## src/rtl/game_dumper.sv

```systemverilog
// game_dumper: reads a loaded game back out of SDRAM and streams it as an
// iNES file (16-byte header, then PRG from address 0, then CHR from CHR_BASE).
//
// Ports:
//   clk, reset_n        system clock, asynchronous active-low reset
//   start               one-cycle pulse, begins a dump (ignored unless idle)
//   mapper_flags        active mapper flags, latched on start
//   invert_mirroring    OSD mirroring invert, latched on start
//   mem_addr/mem_read   SDRAM byte address and one-cycle read request
//   mem_data/mem_ack    SDRAM read data and its valid strobe
//   out_data/out_valid  stream byte and valid, accepted when out_ready
//   busy/done/error     dump status; done and error are sticky until start
module game_dumper #(
   parameter logic [21:0] CHR_BASE    = 22'h200000,
   parameter int unsigned ACK_TIMEOUT = 1023
) (
   input  logic        clk,
   input  logic        reset_n,
   input  logic        start,
   input  logic [31:0] mapper_flags,
   input  logic        invert_mirroring,
   output logic [21:0] mem_addr,
   output logic        mem_read,
   input  logic [7:0]  mem_data,
   input  logic        mem_ack,
   output logic [7:0]  out_data,
   output logic        out_valid,
   input  logic        out_ready,
   output logic        busy,
   output logic        done,
   output logic        error
);

   localparam int unsigned AW = 22;
   localparam int unsigned RW = 23;
   localparam int unsigned TW = (ACK_TIMEOUT > 1) ? $clog2(ACK_TIMEOUT) : 1;
   localparam logic [RW-1:0] PRG_UNIT = RW'(16384);
   localparam logic [RW-1:0] CHR_UNIT = RW'(8192);

   typedef struct packed {
      logic       four_screen;
      logic       has_chr_ram;
      logic       mirroring;
      logic [2:0] chr_size;
      logic [2:0] prg_size;
      logic [7:0] mapper;
   } flags_t;

   typedef enum logic [2:0] {
      S_IDLE,
      S_HEADER,
      S_REQ,
      S_WAIT,
      S_SEND,
      S_FINISH,
      S_FAIL
   } state_t;

   state_t          state, state_n;
   logic [3:0]      hidx, hidx_n;
   flags_t          flags_q, flags_n;
   logic            inv_q, inv_n;
   logic            region_q, region_n;   // 0 = PRG, 1 = CHR
   logic [RW-1:0]   rem_q, rem_n, rem_dec;
   logic [TW-1:0]   tcnt_q, tcnt_n;
   logic [AW-1:0]   addr_n;
   logic            read_n;
   logic [7:0]      odata_n;
   logic            ovalid_n;
   logic            busy_n, done_n, error_n;

   // Bits above four_screen carry no meaning for the dump.
   logic unused_flags;
   assign unused_flags = ^mapper_flags[31:17];

   // iNES header byte for a given index, rebuilt from the latched flags.
   function automatic logic [7:0] hdr_byte(input logic [3:0] idx,
                                           input flags_t f,
                                           input logic inv);
      logic [7:0] b;
      case (idx)
         4'd0:    b = 8'h4E;
         4'd1:    b = 8'h45;
         4'd2:    b = 8'h53;
         4'd3:    b = 8'h1A;
         4'd4:    b = 8'd1 << f.prg_size;
         4'd5:    b = f.has_chr_ram ? 8'h00 : (8'd1 << f.chr_size);
         4'd6:    b = {f.mapper[3:0], f.four_screen, 2'b00, f.mirroring ^ inv};
         4'd7:    b = {f.mapper[7:4], 4'b0000};
         default: b = 8'h00;
      endcase
      return b;
   endfunction

   // State and registered outputs.
   always_ff @(posedge clk or negedge reset_n) begin
      if (!reset_n) begin
         state     <= S_IDLE;
         hidx      <= '0;
         flags_q   <= '0;
         inv_q     <= 1'b0;
         region_q  <= 1'b0;
         rem_q     <= '0;
         tcnt_q    <= '0;
         mem_addr  <= '0;
         mem_read  <= 1'b0;
         out_data  <= '0;
         out_valid <= 1'b0;
         busy      <= 1'b0;
         done      <= 1'b0;
         error     <= 1'b0;
      end else begin
         state     <= state_n;
         hidx      <= hidx_n;
         flags_q   <= flags_n;
         inv_q     <= inv_n;
         region_q  <= region_n;
         rem_q     <= rem_n;
         tcnt_q    <= tcnt_n;
         mem_addr  <= addr_n;
         mem_read  <= read_n;
         out_data  <= odata_n;
         out_valid <= ovalid_n;
         busy      <= busy_n;
         done      <= done_n;
         error     <= error_n;
      end
   end

   // Next-state and next-output logic; mem_read is high only while in REQ.
   always_comb begin
      state_n  = state;
      hidx_n   = hidx;
      flags_n  = flags_q;
      inv_n    = inv_q;
      region_n = region_q;
      rem_n    = rem_q;
      tcnt_n   = tcnt_q;
      addr_n   = mem_addr;
      read_n   = 1'b0;
      odata_n  = out_data;
      ovalid_n = out_valid;
      busy_n   = busy;
      done_n   = done;
      error_n  = error;
      rem_dec  = rem_q - RW'(1);

      case (state)
         S_IDLE: begin
            if (start) begin
               flags_n  = flags_t'(mapper_flags[16:0]);
               inv_n    = invert_mirroring;
               done_n   = 1'b0;
               error_n  = 1'b0;
               busy_n   = 1'b1;
               hidx_n   = '0;
               odata_n  = 8'h4E;
               ovalid_n = 1'b1;
               state_n  = S_HEADER;
            end
         end

         S_HEADER: begin
            if (out_ready) begin
               if (hidx == 4'd15) begin
                  ovalid_n = 1'b0;
                  region_n = 1'b0;
                  addr_n   = '0;
                  rem_n    = PRG_UNIT << flags_q.prg_size;
                  read_n   = 1'b1;
                  state_n  = S_REQ;
               end else begin
                  hidx_n  = hidx + 4'd1;
                  odata_n = hdr_byte(hidx + 4'd1, flags_q, inv_q);
               end
            end
         end

         S_REQ: begin
            tcnt_n  = '0;
            state_n = S_WAIT;
         end

         // An ack on the final timeout cycle still counts as data.
         S_WAIT: begin
            if (mem_ack) begin
               odata_n  = mem_data;
               ovalid_n = 1'b1;
               state_n  = S_SEND;
            end else if (tcnt_q == TW'(ACK_TIMEOUT - 1)) begin
               ovalid_n = 1'b0;
               error_n  = 1'b1;
               done_n   = 1'b1;
               busy_n   = 1'b0;
               state_n  = S_FAIL;
            end else begin
               tcnt_n = tcnt_q + TW'(1);
            end
         end

         S_SEND: begin
            if (out_ready) begin
               ovalid_n = 1'b0;
               addr_n   = mem_addr + AW'(1);
               rem_n    = rem_dec;
               if (rem_dec != '0) begin
                  read_n  = 1'b1;
                  state_n = S_REQ;
               end else if (!region_q && !flags_q.has_chr_ram) begin
                  region_n = 1'b1;
                  addr_n   = CHR_BASE;
                  rem_n    = CHR_UNIT << flags_q.chr_size;
                  read_n   = 1'b1;
                  state_n  = S_REQ;
               end else begin
                  done_n  = 1'b1;
                  busy_n  = 1'b0;
                  state_n = S_FINISH;
               end
            end
         end

         S_FINISH: state_n = S_IDLE;
         S_FAIL:   state_n = S_IDLE;
         default:  state_n = S_IDLE;
      endcase
   end

endmodule
```

## config.mk

```make
export PLATFORM = sky130hd
export DESIGN_NAME = game_dumper
export DESIGN_NICKNAME = d
export VERILOG_FILES = /design/src/rtl/game_dumper.sv
export SDC_FILE = /design/constraint.sdc
export NUM_CORES = 1
export LEC_CHECK = 0
export ABC_CLOCK_PERIOD_IN_PS = 8500
export BUFFER_PORTS_ARGS = -buffer_cell sky130_fd_sc_hd__buf_2
export CORE_MARGIN = 1
export CORE_UTILIZATION = 59
export DETAILED_ROUTE_END_ITERATION = 10
export PLACE_DENSITY_LB_ADDON = 0.08
export SYNTH_ARGS = -nofsm -noshare
export SYNTH_HDL_FRONTEND = slang
export SYNTH_SLANG_ARGS = --single-unit
```

## constraint.sdc

```tcl
create_clock -name clk -period 8.5 [get_ports clk]
set_input_delay 1.7 -clock clk [delete_from_list [all_inputs] [get_ports clk]]
set_output_delay 1.7 -clock clk [all_outputs]
set_load 0.02 [all_outputs]
```

==> qor.txt <==
RUN STATUS
------------------------------------------------------------------------------------------
Outcome                                                                       finished clean

STA
------------------------------------------------------------------------------------------
Peak clock frequency supported by timing                                           223 MHz
Actual transition at the worst max-transition pin                                  1.02 ns
Fin crit share                                                                       52.8%
Worst clock skew on the final layout                                             0.0186 ns
Setup-failing EPs final                                                                  0
Number of pins exceeding their max-slew limit in the final report                        0
Fin. Hold Viols                                                                          0
Worst Hold Margin                                                                 0.512 ns
Post-Route Setup TNS                                                                  0 ns
Shortest clock period the worst path allows after layout                           4.49 ns
Worst slew margin                                                                    31.3%
Unrepaired setup endpoints after global routing                                      false

FINAL LAYOUT
------------------------------------------------------------------------------------------
Synth-to-layout area growth                                                          10.2%
Proportion of layout cells with a drive suffix above 1                               17.7%
Ant diodes                                                                               0
Final standard cell count with taps included and fillers excluded                      820
Net count, final                                                                       742

CLOCK NETWORK
------------------------------------------------------------------------------------------
CTS tree                                                                             built
Buffers inserted by post-CTS timing repair                                               0
Number of buffers created by CTS                                                         9
Hold buffer count at cts                                                                 0
Worst-skew pair later-pin latency                                                  0.38 ns
Bufs on Longest Clock Path                                                               2
Clock sinks                                                                             94
Cts repair resizes                                                                       0
Clock edge transition at the registers on the reported setup and hold paths        0.09 ns
Root buf cell                                                                 sky130_fd_sc_hd__clkbuf_8
CTS H-Tree Depth                                                                         3

DRT
------------------------------------------------------------------------------------------
Number of iterations in the first detailed-routing pass                                  5
DRT iter0 DRCs                                                                         292
Antenna-violating nets left                                                              0
Total wire length                                                                 13100 µm
Met1 wire length                                                                   6180 µm
Wire length on met3                                                                 640 µm
Highest Signal Layer                                                                  met4
Total number of vias                                                                  5120
Post-DR vias/cell                                                                     6.24
Average wire per standard cell                                                     16.0 µm
Residual DRC                                                                             0
Met2 wire len                                                                      6160 µm

GRT
------------------------------------------------------------------------------------------
Wire length of the first global-routing pass                                      22000 µm
Initial antenna violation count                                                          0
Number of global-route vias before repair                                             4624
Total gr overflow                                                                        0
Overall fraction of global-route tracks in use                                       27.4%
Largest net degree at the start of global routing                                       62

YOSYS
------------------------------------------------------------------------------------------
Gate Count Post-Synth                                                                  649
Largest cells by area after synthesis                                         sky130_fd_sc_hd__dfrtp_1 (42%), sky130_fd_sc_hd__nand2_1 (4.8%), sky130_fd_sc_hd__nor2_1 (3.9%), sky130_fd_sc_hd__mux2_2 (3.6%), sky130_fd_sc_hd__nand3_1 (3.3%)
#FFs+latches synth                                                                      94
Proportion of synthesized area in mux cells                                          3.94%
Compound-gate portion of the synthesized area                                        18.8%
Main combinational cell family by area after synthesis                        simple AND/OR/NAND/NOR gates
Synthesized netlist net count                                                          705
Post-synthesis cell type with the largest combined area                       sky130_fd_sc_hd__dfrtp_1
Count of flip-flops with a built-in enable after synthesis                               0
Sequential-to-total area share from yosys stat                                       41.6%
Ys Warns                                                                                 0
Yosys top cell area share                                                            41.6%
Adder and majority cell fraction of the synthesized area                             2.21%
Syn_area_per_cell                                                                 8.71 µm²
Fraction of the mapped netlist area in simple logic gates                            26.6%
Main flop type after synthesis                                                sky130_fd_sc_hd__dfrtp_1
Syn Std Cell Area                                                                 5650 µm²
Ys async rst share                                                                    100%
Xor/xnor share of the synthesized area                                               2.63%
Unique masters post-synth                                                               68

FLOORPLAN
------------------------------------------------------------------------------------------
Floorplan die width                                                                99.9 µm
Full die area                                                                     9980 µm²
Count of standard-cell rows                                                             35
IO Pins                                                                                 81
Vertical extent of the die                                                         99.9 µm
Starting utilization of the core area                                                61.2%
Floorplan core area                                                               9240 µm²

CRITICAL PATH
------------------------------------------------------------------------------------------
Critical Path, Cell by Cell                                                   nor3_1, nand4_2, o31a_1, or4_4, or4_1, nand2_2, o311ai_0
CP bufs+invs                                                                             0
Type of destination of the critical path                                         flip-flop
Cell at the slowest stage of the critical path                                sky130_fd_sc_hd__or4_1
Startpoint-to-endpoint class of the critical path                             flip-flop to flip-flop
Cell depth of the worst flop-to-flop path                                                7
Setup slack, reg-to-reg                                                            4.01 ns
CP max stage delay                                                                 0.93 ns
Kind of cell adding the most delay to the critical path                       simple AND/OR/NAND/NOR gates
Data arrival time of the critical path                                             4.71 ns
Reg-to-Reg End                                                                mem_addr[15]
Startpoint type of the worst setup path                                          flip-flop
CP startpoint                                                                     rem_q[4]
Required time at the worst-slack endpoint                                          8.72 ns
Startpoint of the worst register-to-register path                                 rem_q[4]
Crit path max fanout                                                                    25

MIN PATH
------------------------------------------------------------------------------------------
Path category of the worst min-delay check                                    flip-flop to flip-flop
Hold_sp                                                                              error
Worst Hold Path Cells                                                                    2
Endpoint, Worst Hold                                                                 error

PLACE
------------------------------------------------------------------------------------------
Post-detailed-placement half-perimeter wirelength                                  8970 µm
Weighted congestion at the end of routability-driven global placement                0.913
Number of port buffers                                                                  65
Dpl cells                                                                              804

PWR
------------------------------------------------------------------------------------------
Leakage component of the power                                                     2.62 nW
P per Cell Area                                                                 341 nW/µm²
Peak supply drop                                                                    174 µV

RUN
------------------------------------------------------------------------------------------
Max Cap Violations                                                                       0

cells in the mapped netlist, types with 4 or more instances:
library cell	count
sky130_fd_sc_hd__a22o_1	4
sky130_fd_sc_hd__o31ai_1	10
sky130_fd_sc_hd__nand2_1	72
sky130_fd_sc_hd__buf_2	9
sky130_fd_sc_hd__inv_1	14
sky130_fd_sc_hd__or3_1	8
sky130_fd_sc_hd__and2_1	4
sky130_fd_sc_hd__o211ai_1	7
sky130_fd_sc_hd__nand3_1	37
sky130_fd_sc_hd__a31oi_1	7
sky130_fd_sc_hd__a2bb2oi_1	4
sky130_fd_sc_hd__nor3b_1	5
sky130_fd_sc_hd__a21oi_1	30
sky130_fd_sc_hd__or4_1	6
sky130_fd_sc_hd__nor3_1	26
sky130_fd_sc_hd__nor4_1	7
sky130_fd_sc_hd__o21ai_0	35
sky130_fd_sc_hd__mux2_2	18
sky130_fd_sc_hd__clkbuf_1	34
sky130_fd_sc_hd__nand2b_1	7
sky130_fd_sc_hd__nand3b_1	10
sky130_fd_sc_hd__xor2_1	12
sky130_fd_sc_hd__dfrtp_1	94
sky130_fd_sc_hd__and3_1	7
sky130_fd_sc_hd__ha_1	10
sky130_fd_sc_hd__nand4_1	21
sky130_fd_sc_hd__a221oi_1	5
sky130_fd_sc_hd__nor2b_1	4
sky130_fd_sc_hd__o311ai_0	4
sky130_fd_sc_hd__xnor2_1	5
sky130_fd_sc_hd__nand4b_1	4
sky130_fd_sc_hd__or2_2	4
sky130_fd_sc_hd__o221ai_1	4
sky130_fd_sc_hd__nor2_1	59
area by class of cell:
type	count	area, µm²
sequential	94	2350
multi-input combinational	495	3080
fill	797	3010
clock buffer	10	138
inverter	14	52.6
tap	129	161
clock inverter	6	70.1
timing repair buffer	72	380
cell usage in the layout, fill, tap and decap left out, types with 5 or more instances in the layout:
cell type	netlist	final
sky130_fd_sc_hd__buf_2	9	64
sky130_fd_sc_hd__inv_1	14	14
sky130_fd_sc_hd__and3_1	7	7
sky130_fd_sc_hd__buf_4	0	8
sky130_fd_sc_hd__o31ai_1	10	10
sky130_fd_sc_hd__nand2b_1	7	7
sky130_fd_sc_hd__xor2_1	12	12
sky130_fd_sc_hd__clkbuf_8	0	10
sky130_fd_sc_hd__nand3b_1	10	10
sky130_fd_sc_hd__a31oi_1	7	7
sky130_fd_sc_hd__nand2_1	72	72
sky130_fd_sc_hd__nor3_1	26	26
sky130_fd_sc_hd__nor4_1	7	7
sky130_fd_sc_hd__mux2_2	18	18
sky130_fd_sc_hd__or3_1	8	8
sky130_fd_sc_hd__nand3_1	37	37
sky130_fd_sc_hd__ha_1	10	10
sky130_fd_sc_hd__nor2_1	59	59
sky130_fd_sc_hd__o211ai_1	7	7
sky130_fd_sc_hd__o21ai_0	35	35
sky130_fd_sc_hd__nor3b_1	5	5
sky130_fd_sc_hd__or4_1	6	6
sky130_fd_sc_hd__nand4_1	21	21
sky130_fd_sc_hd__xnor2_1	5	5
sky130_fd_sc_hd__dfrtp_1	94	94
sky130_fd_sc_hd__a221oi_1	5	5
sky130_fd_sc_hd__a21oi_1	30	30
how the worst max path moves through the flow:
stage              endpoint  slack [ns]  cells past startpoint
6_report       mem_addr[15]        4.01                      7
5_1_grt        mem_addr[15]        3.66                      7
4_1_cts        mem_addr[15]        4.05                      7
3_5_place_dp    mem_addr[8]        4.07                      7
3_3_place_gp   mem_addr[15]        4.11                      7
2_1_floorplan   flags_q[11]        4.56                      7
power by group:
group / internal [mW] / switching [mW]
combinational: 0.395 / 0.555
sequential: 0.618 / 0.239
clock: 0.146 / 0.167
total: 1.16 / 0.961
through the flow:
stage / cell area (µm²) / worst slack, ns / utilization, % / power, mW
finish: 6230 / 4.01 / 67.4 / 2.12
detailed placement: 6020 / 4.07 / 65.2 / 1.81
global placement: 6020 / 4.11 / 65.2 / 1.77
floorplan: 5650 / 4.56 / - / 1.55
global route: 6230 / 3.66 / 67.4 / 2.29
CTS: 6230 / 4.05 / 67.4 / 2.12
worst register-to-register path, cell delays in order, from the launching register on:
cell and delay [ns]:
sky130_fd_sc_hd__dfrtp_1 0.46, sky130_fd_sc_hd__nor3_1 0.86, sky130_fd_sc_hd__nand4_2 0.48, sky130_fd_sc_hd__o31a_1 0.39, sky130_fd_sc_hd__or4_4 0.54, sky130_fd_sc_hd__or4_1 0.93, sky130_fd_sc_hd__nand2_2 0.51, sky130_fd_sc_hd__o311ai_0 0.19
registers in the layout (all words and copies together), names as in the netlist:
signal     count
mem_read       1
done           1
state          3
region_q       1
hidx           4
out_valid      1
inv_q          1
tcnt_q        10
mem_addr      22
flags_q       17
error          1
rem_q         23
out_data       8
busy           1
cell families (layout without fill, tap and decap cells):
| logic type | count (synthesis) | after routing |
|---|---|---|
| AOI/OAI and AO/OA | 155 | 155 |
| xor gates and xnor gates | 17 | 17 |
| adders and majority gates | 10 | 10 |
| buffers and inverters | 60 | 102 |
| DFF | 94 | 94 |
| muxes | 20 | 20 |
| and+or+nand+nor | 293 | 293 |
per-layer routing:
layer	global-route usage, %	vias to the layer above
met5	0	-
met4	8.37	0
met3	3.27	12
met2	43.1	146
met1	39.9	2484
li1	-	2478
Note: power is estimated with default switching activity, not from simulation.
